--- config.mk ---
export PLATFORM = sky130hd
export DESIGN_NAME = fetch_stage_flat
export DESIGN_NICKNAME = d
export VERILOG_FILES = /design/src/rtl/cpu_pkg.sv /design/src/rtl/fetch_stage_if.sv /design/src/rtl/fetch_perf_cnt.sv /design/src/rtl/fetch_stage.sv /design/src/flat_wrapper.sv
export SDC_FILE = /design/constraint.sdc
export NUM_CORES = 1
export LEC_CHECK = 0
export ABC_AREA = 1
export ABC_CLOCK_PERIOD_IN_PS = 5110
export CORE_ASPECT_RATIO = 0.9
export CORE_MARGIN = 2
export CORE_UTILIZATION = 45
export CTS_BUF_LIST = sky130_fd_sc_hd__clkbuf_4
export DETAILED_ROUTE_END_ITERATION = 16
export GPL_ROUTABILITY_DRIVEN = 0
export PLACE_DENSITY = 0.74
export SKIP_CTS_REPAIR_TIMING = 1
export SLEW_MARGIN = 0
export SYNTH_ARGS = -nofsm -noshare
export SYNTH_HDL_FRONTEND = slang
export SYNTH_SLANG_ARGS = --single-unit
--- constraint.sdc ---
create_clock -name clk -period 5.11 [get_ports clk]
set_clock_uncertainty 0.2 [all_clocks]
set_input_delay 1.2775 -clock clk [delete_from_list [all_inputs] [get_ports clk]]
set_output_delay 1.2775 -clock clk [all_outputs]
set_load 0.005 [all_outputs]
--- src/rtl/cpu_pkg.sv ---
// Shared CPU definitions: fetch reset/NOP defaults, fetch state encoding
// and the PC increment helper.
package cpu_pkg;

  localparam logic [31:0] RESET_PC_DEFAULT  = 32'h0000_3000;
  localparam logic [31:0] NOP_INSTR_DEFAULT = 32'h0000_0013;

  typedef enum logic [1:0] {
    S_REQ  = 2'd0,
    S_HOLD = 2'd1,
    S_DROP = 2'd2
  } fetch_state_e;

  // Sequential PC step; wraps naturally at 2^32.
  function automatic logic [31:0] next_pc(input logic [31:0] pc);
    return pc + 32'd4;
  endfunction

endpackage

--- src/rtl/fetch_stage_if.sv ---
// Instruction-memory request/response bus between the fetch stage (master)
// and the instruction memory (slave).
interface fetch_stage_if;

  logic        imem_req;
  logic [31:0] imem_addr;
  logic        imem_ready;
  logic [31:0] imem_rdata;

  modport master (
    output imem_req,
    output imem_addr,
    input  imem_ready,
    input  imem_rdata
  );

  modport slave (
    input  imem_req,
    input  imem_addr,
    output imem_ready,
    output imem_rdata
  );

endinterface

--- src/rtl/fetch_perf_cnt.sv ---
// Fetch performance counters: valid IF/ID loads and bubble cycles.
// Both counters clear on rst and wrap at 2^32.
module fetch_perf_cnt (
  input  logic        clk,
  input  logic        rst,
  input  logic        fetch_inc,
  input  logic        bubble_inc,
  output logic [31:0] fetch_cnt,
  output logic [31:0] bubble_cnt
);

  logic [31:0] fetch_cnt_q, fetch_cnt_d;
  logic [31:0] bubble_cnt_q, bubble_cnt_d;

  always_comb begin
    fetch_cnt_d  = fetch_cnt_q + {31'd0, fetch_inc};
    bubble_cnt_d = bubble_cnt_q + {31'd0, bubble_inc};
  end

  always_ff @(posedge clk) begin
    if (rst) begin
      fetch_cnt_q  <= '0;
      bubble_cnt_q <= '0;
    end else begin
      fetch_cnt_q  <= fetch_cnt_d;
      bubble_cnt_q <= bubble_cnt_d;
    end
  end

  assign fetch_cnt  = fetch_cnt_q;
  assign bubble_cnt = bubble_cnt_q;

endmodule

--- src/rtl/fetch_stage.sv ---
// Instruction fetch stage: PC, imem handshake, stall hold buffer, redirect
// handling and the IF/ID register. Define FETCH_PERF_CNT_EN to add counters.
module fetch_stage
  import cpu_pkg::*;
#(
  parameter logic [31:0] RESET_PC  = RESET_PC_DEFAULT,
  parameter logic [31:0] NOP_INSTR = NOP_INSTR_DEFAULT
) (
  input  logic          clk,
  input  logic          rst,
  fetch_stage_if.master imem,
  input  logic          stall,
  input  logic          redirect,
  input  logic [31:0]   redirect_pc,
  output logic          if_id_valid,
  output logic [31:0]   if_id_pc,
  output logic [31:0]   if_id_pc4,
  output logic [31:0]   if_id_instr
`ifdef FETCH_PERF_CNT_EN
  ,
  output logic [31:0]   fetch_cnt,
  output logic [31:0]   bubble_cnt
`endif
);

  fetch_state_e state_q, state_d;
  logic [31:0]  pc_q, pc_d;
  logic [31:0]  buf_q, buf_d;
  logic         req_q, req_d;
  logic         valid_q, valid_d;
  logic [31:0]  id_pc_q, id_pc_d;
  logic [31:0]  id_pc4_q, id_pc4_d;
  logic [31:0]  instr_q, instr_d;
  logic         rsp_ok;
  logic         id_load;
  logic         id_bubble;

  // req_q is low in the first cycle after reset, so any response then is stale.
  assign rsp_ok = req_q & imem.imem_ready;

  always_comb begin
    state_d   = state_q;
    pc_d      = pc_q;
    buf_d     = buf_q;
    id_load   = 1'b0;
    id_bubble = 1'b0;
    if (redirect) begin
      pc_d      = redirect_pc & 32'hFFFF_FFFC;
      buf_d     = '0;
      id_bubble = 1'b1;
      state_d   = (state_q == S_REQ && req_q && !imem.imem_ready) ? S_DROP : S_REQ;
    end else begin
      unique case (state_q)
        S_REQ: begin
          if (rsp_ok) begin
            if (!stall) begin
              id_load = 1'b1;
              pc_d    = next_pc(pc_q);
            end else begin
              buf_d   = imem.imem_rdata;
              state_d = S_HOLD;
            end
          end else if (!stall) begin
            id_bubble = 1'b1;
          end
        end
        S_HOLD: begin
          if (!stall) begin
            id_load = 1'b1;
            pc_d    = next_pc(pc_q);
            state_d = S_REQ;
          end
        end
        S_DROP: begin
          id_bubble = 1'b1;
          if (imem.imem_ready) state_d = S_REQ;
        end
        default: state_d = S_REQ;
      endcase
    end

    valid_d = valid_q;
    id_pc_d = id_pc_q;
    instr_d = instr_q;
    if (id_bubble) begin
      valid_d = 1'b0;
      instr_d = NOP_INSTR;
    end else if (id_load) begin
      valid_d = 1'b1;
      id_pc_d = pc_q;
      instr_d = (state_q == S_HOLD) ? buf_q : imem.imem_rdata;
    end
    id_pc4_d = next_pc(id_pc_d);
    req_d    = (state_d == S_REQ);
  end

  always_ff @(posedge clk) begin
    if (rst) begin
      state_q  <= S_REQ;
      pc_q     <= RESET_PC;
      buf_q    <= '0;
      req_q    <= 1'b0;
      valid_q  <= 1'b0;
      id_pc_q  <= '0;
      id_pc4_q <= 32'd4;
      instr_q  <= NOP_INSTR;
    end else begin
      state_q  <= state_d;
      pc_q     <= pc_d;
      buf_q    <= buf_d;
      req_q    <= req_d;
      valid_q  <= valid_d;
      id_pc_q  <= id_pc_d;
      id_pc4_q <= id_pc4_d;
      instr_q  <= instr_d;
    end
  end

  assign imem.imem_req  = req_q;
  assign imem.imem_addr = pc_q;
  assign if_id_valid    = valid_q;
  assign if_id_pc       = id_pc_q;
  assign if_id_pc4      = id_pc4_q;
  assign if_id_instr    = instr_q;

`ifdef FETCH_PERF_CNT_EN
  fetch_perf_cnt u_perf_cnt (
    .clk        (clk),
    .rst        (rst),
    .fetch_inc  (id_load),
    .bubble_inc (id_bubble),
    .fetch_cnt  (fetch_cnt),
    .bubble_cnt (bubble_cnt)
  );
`endif

endmodule

--- src/flat_wrapper.sv ---
// flat-port wrapper written by rule: the top's interface ports become plain ports
module fetch_stage_flat import cpu_pkg::*;
#(
  parameter logic [31:0] RESET_PC  = RESET_PC_DEFAULT,
  parameter logic [31:0] NOP_INSTR = NOP_INSTR_DEFAULT
)
  (clk, rst, stall, redirect, redirect_pc, if_id_valid, if_id_pc, if_id_pc4, if_id_instr, imem_imem_req, imem_imem_addr, imem_imem_ready, imem_imem_rdata);
  fetch_stage_if imem_i ();
  input  logic clk;
  input  logic rst;
  input  logic stall;
  input  logic redirect;
  input  logic [31:0] redirect_pc;
  output logic if_id_valid;
  output logic [31:0] if_id_pc;
  output logic [31:0] if_id_pc4;
  output logic [31:0] if_id_instr;
  output wire logic [$bits(imem_i.imem_req)-1:0] imem_imem_req;
  output wire logic [$bits(imem_i.imem_addr)-1:0] imem_imem_addr;
  input wire logic [$bits(imem_i.imem_ready)-1:0] imem_imem_ready;
  input wire logic [$bits(imem_i.imem_rdata)-1:0] imem_imem_rdata;
  assign imem_imem_req = imem_i.imem_req;
  assign imem_imem_addr = imem_i.imem_addr;
  assign imem_i.imem_ready = imem_imem_ready;
  assign imem_i.imem_rdata = imem_imem_rdata;
  fetch_stage #(.RESET_PC(RESET_PC), .NOP_INSTR(NOP_INSTR)) u_core (.clk(clk), .rst(rst), .imem(imem_i), .stall(stall), .redirect(redirect), .redirect_pc(redirect_pc), .if_id_valid(if_id_valid), .if_id_pc(if_id_pc), .if_id_pc4(if_id_pc4), .if_id_instr(if_id_instr));
endmodule
Yosys cells after proc, flatten, opt, wreduce, memory -nomap -nowiden. Cells that the tools add are included.

Input port bits: 69. Logic and storage cells: 49. Register bits after elaboration: 164.

Reduce and logical (&&, ||, !) cells: 12. Bitwise logic cells: 1. Eq/ne operators: 4. Mux-type cells: 21. Add/subtract/negate cells: 2.

Operators with widths (count): $mux W32 (6); $add A32 B3 Y32 const B (2); $pmux W32 S2 (1); $mux W2 (6); $pmux W2 S3 (1); $mux W1 (5); $logic_not A2 Y1 (2); $pmux W1 S2 (2); $reduce_and A2 Y1 (2); $reduce_or A2 Y1 (2); $ne A3 B2 Y1 const B (1); $reduce_and A3 Y1 (1); $reduce_bool A3 Y1 (1); $eq A2 B1 Y1 const B (1); $eq A2 B2 Y1 const B (1); $logic_and A1 B1 Y1 (2); $ne A2 B1 Y1 const B (1); $reduce_bool A2 Y1 (1); $and A1 B1 Y1 (1); $logic_not A1 Y1 (1).

Depth between registers and ports, before layout.
Depth in word-level cells: 7. Gate-level depth with buffers: 16. Gate-level depth less buffers: 14.

Least setup slack after synthesis. OpenSTA, ideal clock, no wires.

Path type: input-to-reg. From: input port imem_imem_ready. To: register u_core.id_pc4_q[18] (netlist: u_core.if_id_pc4[18]). Arrival time: 2.757 ns. Data required time: 4.794 ns. Path slack: 2.037 ns. Cell stages on the path: 15. Library setup time: 0.116 ns. Path through: nand2_1 -> nand2_4 -> nand3_4 -> buf_6 -> nand2_1 -> o21ai_1 -> ha_1 -> nand2_1 -> nor2_2 -> nand2_1 -> nor2_2 -> buf_4 -> nand3_1 -> nand2_1 -> o21ai_1.

Word-level cells in the longest chain between the ends: 7. Elaborated cells between the ends (all ways): 10. Classes of those cells: add/sub: 1; mux: 8; bitwise: 1.

Ends and longest elaborated chain: start, declared (RTL line flat_wrapper.sv:20) `input wire logic [$bits(imem_i.imem_ready)-1:0] imem_imem_ready;`; $and A1 B1 Y1 (*) (RTL line fetch_stage.sv:39) `assign rsp_ok = req_q & imem.imem_ready;`; $mux W1 (RTL line fetch_stage.sv:55) `if (rsp_ok) begin`; $pmux W1 S2 (RTL line fetch_stage.sv:53) `unique case (state_q)`; $mux W1 (RTL line fetch_stage.sv:47) `if (redirect) begin`; $mux W32 (RTL line fetch_stage.sv:88) `end else if (id_load) begin`; $mux W32 (*) (RTL line fetch_stage.sv:85) `if (id_bubble) begin`; via u_core.id_pc_d[3] (RTL line fetch_stage.sv:31) `logic [31:0] id_pc_q, id_pc_d;`; $add A32 B3 Y32 (*) (RTL line cpu_pkg.sv:16) `return pc + 32'd4;`; end signal, assigned (RTL line fetch_stage.sv:114) `id_pc4_q <= id_pc4_d;`; end, declared (RTL line fetch_stage.sv:32) `logic [31:0] id_pc4_q, id_pc4_d;`.

The timed path passes the listed nets; every way through them passes the cells marked *. A chain may end at the register's enable or synchronous reset.

Worst setup path in the final report. Ends and elaborated chain as after synthesis.

==> flow_metrics.py <==
metrics = {
    "run_status": {
        "run_status": "finished clean",
    },
    "setup_path": {
        "critPathLaunchType": "primary input",
        "worstPathMaxFanout": 32,
        "timing.reg2reg.setup_slack_ns": 1.92,
        "criticalPathCategory": "primary input to flop",
        "crit_path_end": "u_core.if_id_pc4[18]",
        "crit_required_ns": 5.37,
        "setup.worst_path.start": "imem_imem_ready",
        "worstSetupEndpointType": "flop",
        "critical_path_arrival_ns": 4.25,
        "regToRegStartpoint": "u_core.state_q[0]",
        "timing.reg2reg.worst_path_depth": 12,
        "worstReg2RegEnd": "u_core.if_id_pc4[18]",
    },
    "routing": {
        "drt_iter0_markers": 753,
        "final_antenna_net_count": 0,
        "routed-via-count": 8100,
        "drcViolationCount": 0,
        "vias_per_cell": 5.25,
        "drt_wl_total_um": 23000,
        "route.detailed.wl_per_inst_um": 14.9,
        "drtPass1Iterations": 5,
    },
    "pwr": {
        "power.share.combinational_pct": 13.3,
        "p_seq_share_pct": 56.2,
        "max-vdd-ir-drop_uv": 194,
        "cell_internal_power_w": 0.00166,
        "power.leakage_nw": 3.89,
        "clockPowerShare_pct": 30.5,
        "switching_share_pct": 28.7,
        "switching_power_w": 0.000668,
        "power_per_cell_area_nw_per_um2": 233,
        "fin_total_pwr_w": 0.00232,
    },
    "final_layout": {
        "drive_above_1_share_pct": 5.26,
        "final-seq-area_um2": 3160,
        "layout.cell_area.non_filler_um2": 9970,
        "areaGrowthSynthToFinish_pct": 28.1,
        "multiInputGateArea_um2": 3790,
        "final.fill_count": 1613,
        "layout.nets": 1390,
    },
    "synthesis": {
        "netlist.area_leader.share_pct": 40.6,
        "postSynthRegisterBits": 158,
        "count_leader_synth": "sky130_fd_sc_hd__nand2_1",
        "synth_cells": 1159,
        "yosys-top-cells-count": "sky130_fd_sc_hd__nand2_1, sky130_fd_sc_hd__nor2_1, sky130_fd_sc_hd__dfxtp_1, sky130_fd_sc_hd__inv_1",
        "synth-edff-count": 0,
        "synthesis.area_um2": 7780,
        "seq_area_frac_synth_pct": 40.6,
        "synth.top_cells.by_area": "sky130_fd_sc_hd__dfxtp_1, sky130_fd_sc_hd__nand2_1, sky130_fd_sc_hd__nor2_1",
        "synthDistinctLibCells": 38,
        "avgSynthCellArea_um2": 6.71,
        "synthesis.yosys.warnings": 0,
        "share_of_flip_flops_with_an_asynchronous_set_or_reset_after_synthesis_pct": 0,
        "synth_top_area_cell": "sky130_fd_sc_hd__dfxtp_1",
        "most_used_flip_flop_cell_after_synthesis": "sky130_fd_sc_hd__dfxtp_1",
    },
    "global_routing": {
        "grt_use_total_pct": 25.2,
        "grt_antenna_before_repair": 1,
        "grt_max_degree": 62,
        "globalRoute.totalOverflow": 0,
        "top_usage_layer": "met1",
        "met1_usage_pct": 37.4,
        "grt.met2_usage_pct": 35.9,
        "grt_pass1_wl_um": 36500,
        "via_count_of_the_first_global_routing_pass": 7089,
        "met3_track_demand_over_resource_pct": 6.22,
    },
    "timing": {
        "max_slew_margin_pct": 27.8,
        "final-max-slew-violation-count": 0,
        "hold_viol": 0,
        "setup_viol": 0,
        "layout_worst_path_cycle_share_pct": 78.2,
        "finalSetupTns_ns": 0,
        "rsz_0062_raised_after_global_routing": "no",
        "fmax_mhz": 250,
        "post-route-worst-setup-slack_ns": 1.11,
        "max_slew.worst_pin.slew_ns": 1.08,
        "finalCriticalPeriod_ns": 4.00,
    },
    "floorplanning": {
        "rows": 45,
        "die_width_um": 143,
        "floorplan.die_area_um2": 18400,
        "die_h_um": 129,
        "boundaryPins": 199,
        "initial_util_pct": 46.1,
        "design.core.area_um2": 16900,
    },
    "clock_network": {
        "cts_tree": "done",
        "numCtsBuffers": 17,
        "clock_latency_ns": 0.57,
        "clk_transition_reported_paths_ns": 0.13,
        "ctsRootBufferMaster": "sky130_fd_sc_hd__clkbuf_4",
        "cts_htree_levels": 4,
        "max-clock-path-buffers": 2,
        "clkSinkCount": 158,
    },
    "placed_design": {
        "hpwl_um": 16700,
        "port-buffer-count": 190,
        "dpl-instance-area_um2": 9720,
        "place_worst_setup_slack_ns": 0.557,
    },
    "flow_run": {
        "maxCapViolations": 0,
    },
    "worst_hold_path": {
        "holdCritPathClass": "flop to flop",
    },
}
==> worst max-delay path: stages <==
cell and delay [ns]:
sky130_fd_sc_hd__clkdlybuf4s50_1 0.51, sky130_fd_sc_hd__nand2_1 0.12, sky130_fd_sc_hd__nand2_4 0.27, sky130_fd_sc_hd__nand3_4 0.38, sky130_fd_sc_hd__o21ai_1 0.35, sky130_fd_sc_hd__ha_1 0.21
sky130_fd_sc_hd__nand2_1 0.09, sky130_fd_sc_hd__nor2_2 0.16, sky130_fd_sc_hd__nand2_1 0.13, sky130_fd_sc_hd__nor2_2 0.39, sky130_fd_sc_hd__nand3_1 0.20, sky130_fd_sc_hd__nand2_1 0.10
sky130_fd_sc_hd__o21ai_1 0.06
==> through the flow <==
step           utilization (%)  hold slack [ns]  cells
2_1_floorplan                -            0.234   1164
3_3_place_gp              57.5            0.246   1511
3_5_place_dp              57.5            0.251   1511
4_1_cts                   59.0            0.272   1542
5_1_grt                   59.0            0.290   1543
6_report                  59.0            0.270   1543
==> worst min path at each step <==
stage | cells after the start | endpoint | slack (ns) | start
global placement | 1 | u_core.if_id_valid | 0.25 | u_core.if_id_valid
global route | 2 | u_core.buf_q[26] | 0.29 | u_core.buf_q[26]
CTS | 2 | u_core.buf_q[1] | 0.27 | u_core.buf_q[1]
finish | 2 | u_core.buf_q[26] | 0.27 | u_core.buf_q[26]
detailed placement | 2 | u_core.buf_q[4] | 0.25 | u_core.buf_q[4]
floorplan | 2 | u_core.buf_q[0] | 0.23 | u_core.buf_q[0]
==> state kept, by name (all words and copies together), names as in the netlist <==
signal                 count
u_core.if_id_pc           30
u_core.imem.imem_req       1
u_core.if_id_pc4          30
u_core.buf_q              32
u_core.imem.imem_addr     30
u_core.state_q             2
u_core.if_id_valid         1
u_core.if_id_instr        32
==> final cells by class <==
cell class	count	area share (%)
sequential	158	31.7
clock inverter	13	1.15
tap	211	2.65
multi-input combinational	803	38.0
antenna	1	0.0251
timing repair buffer	202	19.9
clock buffer	18	1.36
inverter	137	5.16
==> cells in the final DEF (no fill, tap or decap), types with 2 or more instances in the layout <==
cell type                         Yosys  final
sky130_fd_sc_hd__o21ai_0             58     58
sky130_fd_sc_hd__nor4_1               2      2
sky130_fd_sc_hd__xor2_1               3      3
sky130_fd_sc_hd__nand3_1             56     56
sky130_fd_sc_hd__a21oi_1             32     32
sky130_fd_sc_hd__inv_1              132    131
sky130_fd_sc_hd__conb_1               1      6
sky130_fd_sc_hd__clkinv_2             0      3
sky130_fd_sc_hd__or2_2                3      3
sky130_fd_sc_hd__nand2_2              5      6
sky130_fd_sc_hd__o21a_1               2      2
sky130_fd_sc_hd__clkinv_1             1      3
sky130_fd_sc_hd__clkinv_4             0      2
sky130_fd_sc_hd__buf_4               10     12
sky130_fd_sc_hd__nor2_1             191    191
sky130_fd_sc_hd__nand4_1             40     40
sky130_fd_sc_hd__a211oi_1            58     58
sky130_fd_sc_hd__clkdlybuf4s50_1      0    189
sky130_fd_sc_hd__nand2_1            277    276
sky130_fd_sc_hd__a31oi_1              8      8
sky130_fd_sc_hd__nor2_4               5      5
sky130_fd_sc_hd__o221ai_1             3      3
sky130_fd_sc_hd__a221oi_1             2      2
sky130_fd_sc_hd__dfxtp_1            158    158
sky130_fd_sc_hd__inv_6                0      3
sky130_fd_sc_hd__nor2_2               6      6
sky130_fd_sc_hd__inv_2                4      5
sky130_fd_sc_hd__ha_1                 2      2
sky130_fd_sc_hd__o211ai_1             8      8
sky130_fd_sc_hd__clkbuf_4             0     18
sky130_fd_sc_hd__o21ai_1             11     11
sky130_fd_sc_hd__nor3_1              17     17
sky130_fd_sc_hd__o31ai_1              2      2
==> kinds of logic after synthesis <==
group                    count (synthesis)  share of synthesized area (%)
XOR/XNOR                                 3                          0.338
AND/OR/NAND/NOR                        606                           33.0
flip-flops                             158                           40.6
buffers and inverters                  203                           10.9
other                                    1                         0.0482
adder cells (fa/ha/maj)                  2                          0.322
AO/OA/AOI/OAI                          186                           14.7
==> power groups by stage <==
| stage | clock, W | sequential [W] | combinational (W) |
|---|---|---|---|
| final | 0.000708 | 0.00131 | 0.000309 |
| after global routing | 0.000780 | 0.00131 | 0.000342 |
| after CTS | 0.000721 | 0.00130 | 0.000308 |
| after detailed placement | 0 | 0.00133 | 0.000306 |
| after global placement | 0 | 0.00133 | 0.000304 |
| after floorplan | 0 | 0.00132 | 0.000157 |
==> routing by layer <==
layer  up-vias  wire length, um
li1       4087                -
met1      3653            11100
met2       325             9550
met3        35             1820
met4         0              539
met5         -                0
No activity file was read; power rests on OpenSTA's default activity.
